## src/rtl/kf_sweep_ctrl.sv

```systemverilog
// Exhaustive 4-input function tester: walks {A,B,C,D} through 0..15, lets each
// vector settle, samples Y and compares it against a latched golden truth table.
module kf_sweep_ctrl #(
  parameter int unsigned SETTLE = 4
) (
  input  logic        clk,
  input  logic        rst,
  input  logic        start,
  input  logic        abort,
  input  logic [15:0] expected,
  input  logic        Y,
  output logic        A,
  output logic        B,
  output logic        C,
  output logic        D,
  output logic        busy,
  output logic        done,
  output logic [15:0] truth_table,
  output logic [4:0]  mismatch_count,
  output logic [3:0]  first_fail_idx,
  output logic        pass
);

  typedef enum logic [1:0] {IDLE, DRIVE, SAMPLE, DONE} state_t;

  localparam logic [3:0] SETTLE_LAST = 4'(SETTLE - 1);

  state_t      state_q, state_d;
  logic [3:0]  idx_q, idx_d;
  logic [3:0]  settle_q, settle_d;
  logic [15:0] exp_q, exp_d;
  logic [15:0] tt_q, tt_d;
  logic [4:0]  mm_q, mm_d;
  logic [3:0]  ffi_q, ffi_d;
  logic        pass_q, pass_d;

  always_ff @(posedge clk) begin
    if (rst) begin
      state_q  <= IDLE;
      idx_q    <= '0;
      settle_q <= '0;
      exp_q    <= '0;
      tt_q     <= '0;
      mm_q     <= '0;
      ffi_q    <= '0;
      pass_q   <= 1'b0;
    end else begin
      state_q  <= state_d;
      idx_q    <= idx_d;
      settle_q <= settle_d;
      exp_q    <= exp_d;
      tt_q     <= tt_d;
      mm_q     <= mm_d;
      ffi_q    <= ffi_d;
      pass_q   <= pass_d;
    end
  end

  // abort beats start in IDLE and preempts both active states
  always_comb begin
    state_d = state_q;
    case (state_q)
      IDLE:    if (!abort && start) state_d = DRIVE;
      DRIVE:   if (abort) state_d = IDLE;
               else if (settle_q == SETTLE_LAST) state_d = SAMPLE;
      SAMPLE:  if (abort) state_d = IDLE;
               else if (idx_q == 4'd15) state_d = DONE;
               else state_d = DRIVE;
      DONE:    state_d = IDLE;
      default: state_d = IDLE;
    endcase
  end

  // A SAMPLE cycle captures its bit even when abort is coincident with it
  always_comb begin
    idx_d    = idx_q;
    settle_d = settle_q;
    exp_d    = exp_q;
    tt_d     = tt_q;
    mm_d     = mm_q;
    ffi_d    = ffi_q;
    pass_d   = pass_q;
    case (state_q)
      IDLE: begin
        if (!abort && start) begin
          idx_d    = '0;
          settle_d = '0;
          exp_d    = expected;
          tt_d     = '0;
          mm_d     = '0;
          ffi_d    = '0;
          pass_d   = 1'b0;
        end
      end
      DRIVE: settle_d = settle_q + 4'd1;
      SAMPLE: begin
        tt_d[idx_q] = Y;
        if (Y != exp_q[idx_q]) begin
          mm_d = mm_q + 5'd1;
          if (mm_q == 5'd0) ffi_d = idx_q;
        end
        if (!abort && idx_q != 4'd15) begin
          idx_d    = idx_q + 4'd1;
          settle_d = '0;
        end
      end
      DONE: pass_d = (mm_q == 5'd0);
      default: ;
    endcase
  end

  always_comb begin
    busy         = (state_q == DRIVE) || (state_q == SAMPLE);
    done         = (state_q == DONE);
    {A, B, C, D} = busy ? idx_q : 4'd0;
  end

  assign truth_table    = tt_q;
  assign mismatch_count = mm_q;
  assign first_fail_idx = ffi_q;
  assign pass           = pass_q;

endmodule

```

## config.mk

```make
export PLATFORM = sky130hd
export DESIGN_NAME = kf_sweep_ctrl
export DESIGN_NICKNAME = d
export VERILOG_FILES = /design/src/rtl/kf_sweep_ctrl.sv
export SDC_FILE = /design/constraint.sdc
export NUM_CORES = 1
export LEC_CHECK = 0
export CELL_PAD_IN_SITES_DETAIL_PLACEMENT = 1
export CELL_PAD_IN_SITES_GLOBAL_PLACEMENT = 1
export CORE_MARGIN = 3
export CORE_UTILIZATION = 37
export DETAILED_ROUTE_END_ITERATION = 10
export GPL_ROUTABILITY_DRIVEN = 1
export MAX_ROUTING_LAYER = met4
export PLACE_DENSITY_LB_ADDON = 0.12
export SYNTH_ARGS = -nofsm -noshare
export SYNTH_HDL_FRONTEND = slang
export SYNTH_SLANG_ARGS = --single-unit
```

## constraint.sdc

```tcl
create_clock -name clk -period 2.95 [get_ports clk]
set_input_delay 0.59 -clock clk [delete_from_list [all_inputs] [get_ports clk]]
set_output_delay 0.59 -clock clk [all_outputs]
set_load 0.01 [all_outputs]
```

# == After elaboration in Yosys (flattened, before gate mapping) ==
# Index checks and enable logic that the tools add are counted.
# Widths: inputs -> output; s select.
# totals
regBits,52
inputBits,21
out_inout_bits,32
word_cells,70
# op_classes
n_addsub,3
n_lt_le_gt_ge,2
n_eq_ne,12
n_mux,27
reduce_logical,18
# op_table
operator,n
$pmux 16 s2,1
$mux 4,6
$bwmux 16,1
$mux 16,1
$pmux 4 s2,2
$pmux 4 s3,1
$mux 2,5
$mux 5,2
$pmux 5 s2,1
$reduce_and 3->1,3
$add 4x1->4 const B,2
$ne 2x2->1 const B,4
$pmux 2 s4,1
$reduce_and 2->1,4
$add 5x1->5 const B,1
$logic_not 5->1,1
$lt 4x5->1 const B,1
$bmux 1 s4,1
$demux 1 s4,1
$eq 2x2->1 const B,2
$eq 4x2->1 const B,1
$eq 4x4->1 const B,1
$ge 4x1->1 const B,1
$ne 4x4->1 const B,1
12 further kinds,17

# == Longest topological paths before layout ==
# depth
word_depth,6
ltp_mapped,9
depth_no_buf,8

# == Least setup slack after synthesis ==
# Ideal clock, no wire load.
# synth_path
kind,flip-flop to flip-flop
startpoint,register idx_q[1]
endpoint,"register mm_q[4], in the netlist mismatch_count[4]"
setup_ns,0.070
t_arrival_ns,2.127
required_time_ns,2.880
slack_ns,0.753
path_stages_with_launch,8
n_path_buf,1
synth_period_minus_slack_ns,2.197
path_cell_list,dfxtp_1 -> buf_6 -> mux2i_1 -> mux4_2 -> xnor2_2 -> o221ai_2 -> or4_1 -> a21oi_1
# synth_between
elab_chain_cells,5
# synth_lines
element,line_no,text
"start, declared",29,"logic [3:0] idx_q, idx_d;"
"start signal, assigned",49,idx_q <= idx_d;
$bmux 1 s4,98,if (Y != exp_q[idx_q]) begin
$mux 1 (implied by the code),98,
$ne 1x1->1,98,
$ne 2x2->1 (no line),n/a,
$reduce_and 3->1 (no line),n/a,
"end signal, assigned",53,mm_q <= mm_d;
"end, declared",33,"logic [4:0] mm_q, mm_d;"
# No other way between the ends. The select of a mux whose other input is x is not followed.
# A chain may end at the register's enable or synchronous reset.

# == Worst setup path in the final report ==
# Ends and elaborated chain as after synthesis.

==> metrics <==
Synth Cell Area 2590 um2; Initial Utilization 39.4%; CTS tree built; power share of the clock group 31.7%; GP Congestion 0.779; post-layout minimum cycle time 2.63 ns; post-synthesis sequential area ratio 40.2%; Core Region 6570 um2; internal power 0.00101 W; CP required 3.20 ns; Sequential Power Share 52.3%; # rows 29; ys flop type dfxtp_1; Routed Antenna Nets 0; Die Ht 89.7 um; CTS sink count 52; DR vias/cell 5.26; Worst-Skew Late Latency 0.32 ns; RSZ-0062 raised after global routing false; dpl hpwl 4880 um; Crit Path Class reg -> reg; num ports 53; CTS H-tree depth 2; CTS Root Buffer Type clkbuf_8; MaxCap Viol Count 0; final hold violation count 0; Worst-Margin Slew 0.667 ns; crit-path max FO 15; ANT cells 0; Post-synth EDFFs 0; drt wl/cell 14.9 um; Synthesized Nets 350; sum of negative setup slack 0 ns; Post-CTS Setup Bufs 0; CTS buffer count 5; Util after Layout 49.8%; TritonRoute pass-1 iters 4; post-CTS sizing 0; #FFs+latches synth 52; first-pass GRT wire length 11,400 um; Final nets 388; sw frac 28.3%; GRT Overall Usage 18.6%; P_sw 0.000397 W; combinational power share 16.0%; DR iter-0 viols 92; skew final 0.0107 ns; Ys Warns 0; HP Class reg -> reg; Synth-to-Final Area Change 26.2%; fmax 0.381 GHz; DRT Wirelength 6720 um; clock tree buffer depth 2; CP Launch Type flop; crit end category flop; Crit path largest cell delay 0.76 ns; residual DRC count 0; Die X 89.7 um; DIE AREA 8040 um2; status completed; Port Buffers 52; Cells after Synth 318; part of the cycle the worst path needs 89.0%; Slew headroom 55.5%; PwrDens 429 nW/um2; via count 2,366; VDD IR-drop max 0.000208 V; ys async rst share 0%; global route overflow 0; antenna violations before repair 0; commonest cells after routing, fill and taps aside dfxtp_1, clkdlybuf4s50_1, nand2_1; Leak Pwr 1.09 nW; worst setup margin 0.324 ns; DP Worst Slack 0.360 ns; largest net degree at the start of global routing 47; CTS Hold Buffers Added 0; Worst-path clk slew 0.10 ns; vias in the first global route 2,413; CP cell instances mux2i_1 -> mux4_2 -> xnor2_2 -> o221ai_2 -> or4_1 -> a21oi_1; CP max-delay cell dfxtp_1; Final setup viols 0; Avg Synthesized Cell Area 8.14 um2; Arr. time, crit path 2.88 ns; count of different cell masters after synthesis 38; layout cells sized above 1 5.60%; fin. max-slew vios 0
-- layout make-up --
cell class              instances  area (um2)
clock buffers                   6        82.6
clock inverters                 2        13.8
fillers                       795        3300
inverters                      13        48.8
multi-input cells             227        1400
flip-flops and latches         52        1040
well taps                      93         116
repair buffers                 57         571
-- final timing paths --
kind	startpoint	to	slack, ns	cells past startpoint
max	idx_q[1]$_SDFFE_PP0P_	mismatch_count[4]$_SDFFE_PP0P_	0.32	6
min	exp_q[15]$_SDFFE_PP0P_	exp_q[15]$_SDFFE_PP0P_	0.46	2
max reg2reg	idx_q[1]$_SDFFE_PP0P_	mismatch_count[4]$_SDFFE_PP0P_	0.32	6
min reg2reg	exp_q[15]$_SDFFE_PP0P_	exp_q[15]$_SDFFE_PP0P_	0.46	2
-- metrics by stage --
| stage | power [W] | hold slack [ns] | cell area, um2 | cells |
|---|---|---|---|---|
| finish | 0.00140 | 0.463 | 3270 | 450 |
| global route | 0.00148 | 0.487 | 3270 | 450 |
| CTS | 0.00141 | 0.464 | 3270 | 450 |
| detailed placement | 0.000976 | 0.451 | 3170 | 442 |
| global placement | 0.000970 | 0.450 | 3170 | 442 |
| floorplan | 0.000886 | 0.436 | 2590 | 318 |
-- critical path, delay by kind of cell, from the launching register on --
kind	cells	cell delay, ns
XOR/XNOR	1	0.19
flip-flops	1	0.76
multiplexers	2	0.72
AO/OA/AOI/OAI	2	0.38
AND/OR/NAND/NOR	1	0.52
-- sequential cells by signal (all words and copies together) (netlist names) --
signal and count:
exp_q 16, first_fail_idx 4, idx_q 4, mismatch_count 5, pass 1, settle_q 4, state_q 2, truth_table 16
-- kinds of logic after synthesis --
| logic type | count (synthesis) | share of synthesized area, % |
|---|---|---|
| flip-flops | 52 | 40.2 |
| AND/OR/NAND/NOR | 137 | 26.4 |
| multiplexers | 12 | 5.65 |
| AO/OA/AOI/OAI | 63 | 14.6 |
| buffers and inverters | 39 | 5.94 |
| XOR/XNOR | 4 | 1.93 |
| adder cells (fa/ha/maj) | 11 | 5.31 |
-- power by group through the flow --
| stage | combinational [W] | clock [W] | sequential, W |
|---|---|---|---|
| after floorplan | 0.000140 | 0 | 0.000746 |
| after global placement | 0.000220 | 0 | 0.000750 |
| after detailed placement | 0.000225 | 0 | 0.000751 |
| after CTS | 0.000226 | 0.000454 | 0.000734 |
| after global routing | 0.000250 | 0.000490 | 0.000737 |
| final | 0.000224 | 0.000445 | 0.000734 |
-- metal layers --
metal	wire (um)	global-route usage, %	part of all wire, %
met4	104	6.22	1.5
met3	208	3.38	3.1
met1	3240	23.7	48
met2	3160	29.9	47
met5	0	-	0
-- cell usage after synthesis, types with 2 or more instances --
| master | n | share of area [%] |
|---|---|---|
| nor2_1 | 13 | 1.9 |
| and3b_1 | 2 | 0.68 |
| and2_1 | 7 | 1.7 |
| xnor2_2 | 2 | 1.3 |
| a21oi_1 | 41 | 7.9 |
| clkbuf_1 | 23 | 3.3 |
| and3_1 | 2 | 0.48 |
| nor3b_1 | 2 | 0.58 |
| or4_1 | 2 | 0.58 |
| mux4_2 | 2 | 1.7 |
| o21ai_0 | 6 | 1.2 |
| or3_1 | 3 | 0.72 |
| nor3_1 | 2 | 0.39 |
| nand2b_1 | 5 | 1.2 |
| nand3_1 | 33 | 6.4 |
| buf_1 | 2 | 0.29 |
| nand3b_1 | 3 | 0.87 |
| nor2b_1 | 2 | 0.48 |
| ha_1 | 11 | 5.3 |
| a22o_1 | 5 | 1.7 |
| o31ai_1 | 3 | 0.87 |
| mux2i_1 | 9 | 3.5 |
| nand2_1 | 45 | 6.5 |
| xor2_1 | 2 | 0.68 |
| inv_1 | 13 | 1.9 |
| nand4_1 | 15 | 3.6 |
| dfxtp_1 | 52 | 40 |
No activity file was read; power rests on OpenSTA's default activity.
